$ cat config.mk
export PLATFORM = sky130hd
export DESIGN_NAME = lspc_vram_cpu
export DESIGN_NICKNAME = d
export VERILOG_FILES = /design/src/rtl/lspc_vram_cpu.sv
export SDC_FILE = /design/constraint.sdc
export NUM_CORES = 1
export LEC_CHECK = 0
export ABC_AREA = 1
export CORE_MARGIN = 8
export CORE_UTILIZATION = 36
export DETAILED_ROUTE_END_ITERATION = 12
export PLACE_DENSITY = 0.89
export SETUP_SLACK_MARGIN = 0.2
export SLEW_MARGIN = 25
export SYNTH_ARGS = -nofsm -noshare
export SYNTH_HDL_FRONTEND = slang
export SYNTH_SLANG_ARGS = --single-unit
$ cat constraint.sdc
create_clock -name CLK -period 1.9 [get_ports CLK]
set_clock_uncertainty 0.2 [all_clocks]
set_input_delay 0.57 -clock CLK [delete_from_list [all_inputs] [get_ports CLK]]
set_output_delay 0.57 -clock CLK [all_outputs]
set_load 0.1 [all_outputs]
$ cat src/rtl/lspc_vram_cpu.sv
// lspc_vram_cpu: CPU-side VRAM access sequencer for the LSPC.
// Holds the live VRAM address counter. CPU writes and read-prefetches are
// issued only in the CPU access slots that the video timing grants.
// Ports:
//   CLK, RESET            clock, synchronous active-high reset
//   WR_VRAM_ADDR          active-low strobe; its rising edge loads the counter
//   REG_VRAMADDR/MOD/RW   register-block values: address, modulo, write data
//   nVRAM_WRITE_REQ       active-low pending-write flag
//   SLOT_LOW/SLOT_HIGH    single-cycle CPU grants for the slow/fast bank
//   LOW_DIN/HIGH_DIN      bank read data, valid the cycle after the address
//   VRAM_WRITE_ACK        one-cycle pulse when a write completes
//   LOW_ADDR/HIGH_ADDR    bank addresses; LOW_WE/HIGH_WE write enables
//   WR_DATA               write data; VRAM_LOW_READ/VRAM_HIGH_READ prefetch latches
//   CUR_ADDR              live address counter
module lspc_vram_cpu (
    input  logic        CLK,
    input  logic        RESET,
    input  logic        WR_VRAM_ADDR,
    input  logic [15:0] REG_VRAMADDR,
    input  logic [15:0] REG_VRAMMOD,
    input  logic [15:0] REG_VRAMRW,
    input  logic        nVRAM_WRITE_REQ,
    input  logic        SLOT_LOW,
    input  logic        SLOT_HIGH,
    input  logic [15:0] LOW_DIN,
    input  logic [15:0] HIGH_DIN,
    output logic        VRAM_WRITE_ACK,
    output logic [14:0] LOW_ADDR,
    output logic [10:0] HIGH_ADDR,
    output logic        LOW_WE,
    output logic        HIGH_WE,
    output logic [15:0] WR_DATA,
    output logic [15:0] VRAM_LOW_READ,
    output logic [15:0] VRAM_HIGH_READ,
    output logic [15:0] CUR_ADDR
);

    localparam int unsigned AW = 16;
    localparam int unsigned OW = 15;

    typedef enum logic [2:0] {
        IDLE     = 3'd0,
        PF_WAIT  = 3'd1,
        PF_DATA  = 3'd2,
        WR_WAIT  = 3'd3,
        ACK      = 3'd4,
        ACK_HOLD = 3'd5
    } state_t;

    state_t          state_q, state_d;
    logic [AW-1:0]   addr_q, addr_d;
    logic            pf_pend_q, pf_pend_d;
    logic            strobe_q;
    logic            load_hold_q, load_hold_d;
    logic [15:0]     low_rd_q, low_rd_d;
    logic [15:0]     high_rd_q, high_rd_d;

    logic            sel_slot;
    logic            load_edge;
    logic            wr_do;
    logic            load_now;
    logic            unused_mod_msb;

    assign unused_mod_msb = REG_VRAMMOD[15];

    // Slot of the bank selected by the counter MSB; the other bank's slot is ignored.
    // wr_do is the granted write cycle: WR_WAIT while the selected slot is present.
    always_comb begin
        sel_slot  = addr_q[15] ? SLOT_HIGH : SLOT_LOW;
        load_edge = WR_VRAM_ADDR & ~strobe_q;
        wr_do     = (state_q == WR_WAIT) & sel_slot;
        // A load arriving in the write cycle is deferred so the write keeps its address.
        load_now    = (load_edge & ~wr_do) | load_hold_q;
        load_hold_d = load_edge & wr_do;
    end

    // Next-state, counter and prefetch latch logic.
    always_comb begin
        state_d   = state_q;
        addr_d    = addr_q;
        pf_pend_d = pf_pend_q;
        low_rd_d  = low_rd_q;
        high_rd_d = high_rd_q;

        case (state_q)
            IDLE: begin
                if (pf_pend_q) begin
                    state_d = PF_WAIT;
                end else if (!nVRAM_WRITE_REQ) begin
                    state_d = WR_WAIT;
                end
            end
            PF_WAIT: begin
                // A new address restarts the wait instead of fetching the old one.
                if (!load_now && sel_slot) begin
                    state_d = PF_DATA;
                end
            end
            PF_DATA: begin
                if (addr_q[15]) begin
                    high_rd_d = HIGH_DIN;
                end else begin
                    low_rd_d = LOW_DIN;
                end
                pf_pend_d = 1'b0;
                state_d   = IDLE;
            end
            WR_WAIT: begin
                if (wr_do) begin
                    state_d = ACK;
                end
            end
            ACK: begin
                addr_d    = {addr_q[15], OW'(addr_q[OW-1:0] + REG_VRAMMOD[OW-1:0])};
                pf_pend_d = 1'b1;
                state_d   = ACK_HOLD;
            end
            ACK_HOLD: begin
                // Wait for the request to drop so one request yields one write.
                if (nVRAM_WRITE_REQ) begin
                    state_d = IDLE;
                end
            end
            default: begin
                state_d = IDLE;
            end
        endcase

        // A load overrides the increment and always leaves a prefetch pending,
        // which also marks data captured in PF_DATA as stale.
        if (load_now) begin
            addr_d    = REG_VRAMADDR;
            pf_pend_d = 1'b1;
        end
    end

    // State and data registers.
    always_ff @(posedge CLK) begin
        if (RESET) begin
            state_q     <= IDLE;
            addr_q      <= '0;
            pf_pend_q   <= 1'b0;
            strobe_q    <= 1'b1;
            load_hold_q <= 1'b0;
            low_rd_q    <= '0;
            high_rd_q   <= '0;
        end else begin
            state_q     <= state_d;
            addr_q      <= addr_d;
            pf_pend_q   <= pf_pend_d;
            strobe_q    <= WR_VRAM_ADDR;
            load_hold_q <= load_hold_d;
            low_rd_q    <= low_rd_d;
            high_rd_q   <= high_rd_d;
        end
    end

    // Output decodes of state and counter.
    always_comb begin
        VRAM_WRITE_ACK = (state_q == ACK);
        LOW_WE         = wr_do & ~addr_q[15];
        HIGH_WE        = wr_do & addr_q[15];
        LOW_ADDR       = addr_q[14:0];
        HIGH_ADDR      = addr_q[10:0];
        WR_DATA        = REG_VRAMRW;
        VRAM_LOW_READ  = low_rd_q;
        VRAM_HIGH_READ = high_rd_q;
        CUR_ADDR       = addr_q;
    end

endmodule

==> results.md <==
- Initial Utilization: 36.5%
- Util after Layout: 73.0%
- Top cell type by total area after synthesis: dfxtp_1
- FF-to-FF path depth: 11
- Crit path cell chain: clkinv_4, nor3_4, inv_2, nor2_4, buf_12
- GPL Wtd Cong: 0.945
- Setup TNS: -3.67 ns
- Highest clock rate: 0.469 GHz
- Final WL: 14,200 um
- Post-route ant nets: 0
- Total clock sinks: 54
- Initial antenna violation count: 2
- Power Density: 836 mW/mm2
- CP Capture Type: output port
- Area grow syn2layout: 100%
- Clock transition at path regs: 0.11 ns
- Die ar.: 0.0126 mm2
- Clock H-tree levels: 2
- Pins over their slew limit: 0
- Synthesized instance count: 506
- Share of post-route cells with drive strength above 1: 45.1%
- Max Cap Viol: 0
- Core ar.: 0.00911 mm2
- Final Cycle Share: 112%
- Crit-path leading delay family: flip-flops
- Die W: 112 um
- Pin count of the biggest net entering global routing: 40
- Detail Placement HPWL: 9280 um
- Worst skew pair latency: 0.32 ns
- Area of the multi-input gates: 0.00223 mm2
- Io pins: 179
- Final setup viols: 20
- Congestion Overflow GR: 0
- First-pass GRT wire length: 20,900 um
- VDD IR max: 0.853 mV
- RSZ-0062 raised after global routing: yes
- Crit-path slowest cell: dfxtp_2
- Clk buf depth: 2
- Vias in the first global route: 4,264
- Crit Path Class: reg2out
- Min-Delay Endpoint: load_hold_q
- Critical path arrival: 1.36 ns
- Syn. warnings: 0
- Failing checks: setup timing
- Buf/Inv on CP: 3
- Worst path required time: 1.13 ns
- FF/Latch Area: 0.00117 mm2
- Vias: 4,064
- Placed cell area: 0.00579 mm2
- Synth area leaders: dfxtp_1 33%, nand2_1 13%, nor2_1 10%, buf_4 9.5%, inv_1 7.3%
- Final Hold Fails: 0
- CTS tree: done
- Sequential area share after synthesis: 32.5%
- Drt pass-1 iters: 5
- Critical-path maximum fanout: 5
- Total power: 5.55 mW
- Cell area after synthesis: 0.00332 mm2
- Fillers: 578
- Cell variety after synth: 33
- DR iter-0 viols: 157
- R2r setup slk: -0.23 ns
- Max stage delay on crit path: 0.36 ns
- # DRC: 0
- Crit path depth: 5
- Total GRT Usage: 20.2%
- Root Buffer: clkbuf_8
- Via/cell ratio: 5.20
- Max-Slew Margin vs Limit: 78.6%
- Hold-fix buffers at CTS: 0
- Startpoint types: flop
- Slew @ Worst Pin: 0.320 ns
- Commonest cells after routing, fill and taps aside: 85 x nand2_1, 79 x buf_12, 76 x nor2_1
- Layout Nets: 769
- Post-route setup slack: -0.234 ns
- Syn_area_per_cell: 6.57 um2
- Num rows: 35
- Hold Crit Class: reg2reg
- Worst R2R End: CUR_ADDR[6]
- Drt wl/cell: 18.1 um
- # port buffers: 145
- Hold path depth: 1
- Tmin final: 2.13 ns
- CTS Buf Count: 5
- Syn_nets: 607
- Die height: 112 um
- Status: finished with violations
- Commonest non-fill, non-tap cell in the layout: nand2_1
- Worst reg2reg path startpoint: state_q[0]
- #FFs+latches synth: 54
- P_leak: 2.98 nW
- Yosys top cell area share: 32.5%
- HP Start: strobe_q
- Post-route cell area: 0.00665 mm2
[cell usage after synthesis]
library cell and number:
a21oi_1 25, a21oi_4 1, a311oi_1 1, a311oi_2 1, a31oi_1 3, and3_1 1
buf_1 1, buf_2 1, buf_4 42, buf_6 2, clkbuf_1 8, dfxtp_1 54
fa_1 1, ha_1 14, inv_1 65, inv_2 1, nand2_1 113, nand2_2 4
nand2_4 1, nand3_1 21, nand4_1 3, nor2_1 90, nor2_2 1, nor3_1 1
nor3_4 1, nor3b_1 1, nor4_1 1, o21ai_0 35, o21ai_1 4, o22ai_1 1
or2_2 1, xnor2_1 5, xor2_1 2
[worst max path at each step]
| stage | from | endpoint | slack (ns) |
|---|---|---|---|
| 6_report | state_q[0] | LOW_WE | -0.23 |
| 5_1_grt | state_q[0] | CUR_ADDR[13] | -0.34 |
| 4_1_cts | state_q[1] | LOW_WE | -0.21 |
| 3_5_place_dp | REG_VRAMMOD[0] | CUR_ADDR[14] | -0.70 |
| 3_3_place_gp | REG_VRAMMOD[0] | CUR_ADDR[14] | -0.66 |
| 2_1_floorplan | REG_VRAMMOD[0] | CUR_ADDR[14] | -0.09 |
[stage by stage]
| step | instances | hold slack [ns] | setup slack, ns |
|---|---|---|---|
| 6_report | 781 | 0.256 | -0.234 |
| 5_1_grt | 781 | 0.287 | -0.339 |
| 2_1_floorplan | 506 | 0.200 | -0.0867 |
| 3_3_place_gp | 730 | 0.205 | -0.660 |
| 4_1_cts | 763 | 0.263 | -0.211 |
| 3_5_place_dp | 730 | 0.231 | -0.699 |
[flip-flops by register name, indices dropped and copies added, names as in the netlist]
signal / count
VRAM_LOW_READ: 16
strobe_q: 1
CUR_ADDR: 16
VRAM_HIGH_READ: 16
pf_pend_q: 1
load_hold_q: 1
state_q: 3
[final cells by class]
cell class	instances	area share [%]
repair buffers	205	41.4
multi-input cells	336	33.5
flip-flops and latches	54	17.6
inverters	66	3.99
well taps	111	2.09
clock buffers	6	1.09
clock inverters	2	0.264
diodes	1	0.0377
[metal layers]
layer	GRT usage (%)	vias to the layer above	share of wire, %
li1	-	1882	-
met2	36.3	240	50
met1	19.9	1889	34
met5	0	-	0.056
met3	9.34	51	12
met4	7.82	2	3.4
[repair_timing]
item                                    in CTS  in global routing
setup buffers                               20                 16
gates cloned                                 5                  1
endpoints found under the setup margin      73                 94
pin swaps                                   43                 27
hold endpoints to repair                     0                  0
gates resized for setup                     87                 75
[report_power, final]
group | leakage [nW] | total, mW | internal (mW) | switching [mW]
clock network | 0.0462 | 0.697 | 0.272 | 0.426
logic | 2.47 | 3.36 | 1.28 | 2.08
registers | 0.463 | 1.49 | 1.29 | 0.205
total | 2.98 | 5.55 | 2.84 | 2.71
[kinds of logic after synthesis]
kind of cell / Yosys count / share of synthesized area (%)
DFF: 54 / 32.5
buffers and inverters: 120 / 18.8
AOI/OAI and AO/OA: 71 / 11.6
xor gates and xnor gates: 7 / 1.84
adders and majority gates: 15 / 5.87
and+or+nand+nor: 239 / 29.4
(Power assumes the default switching activity.)
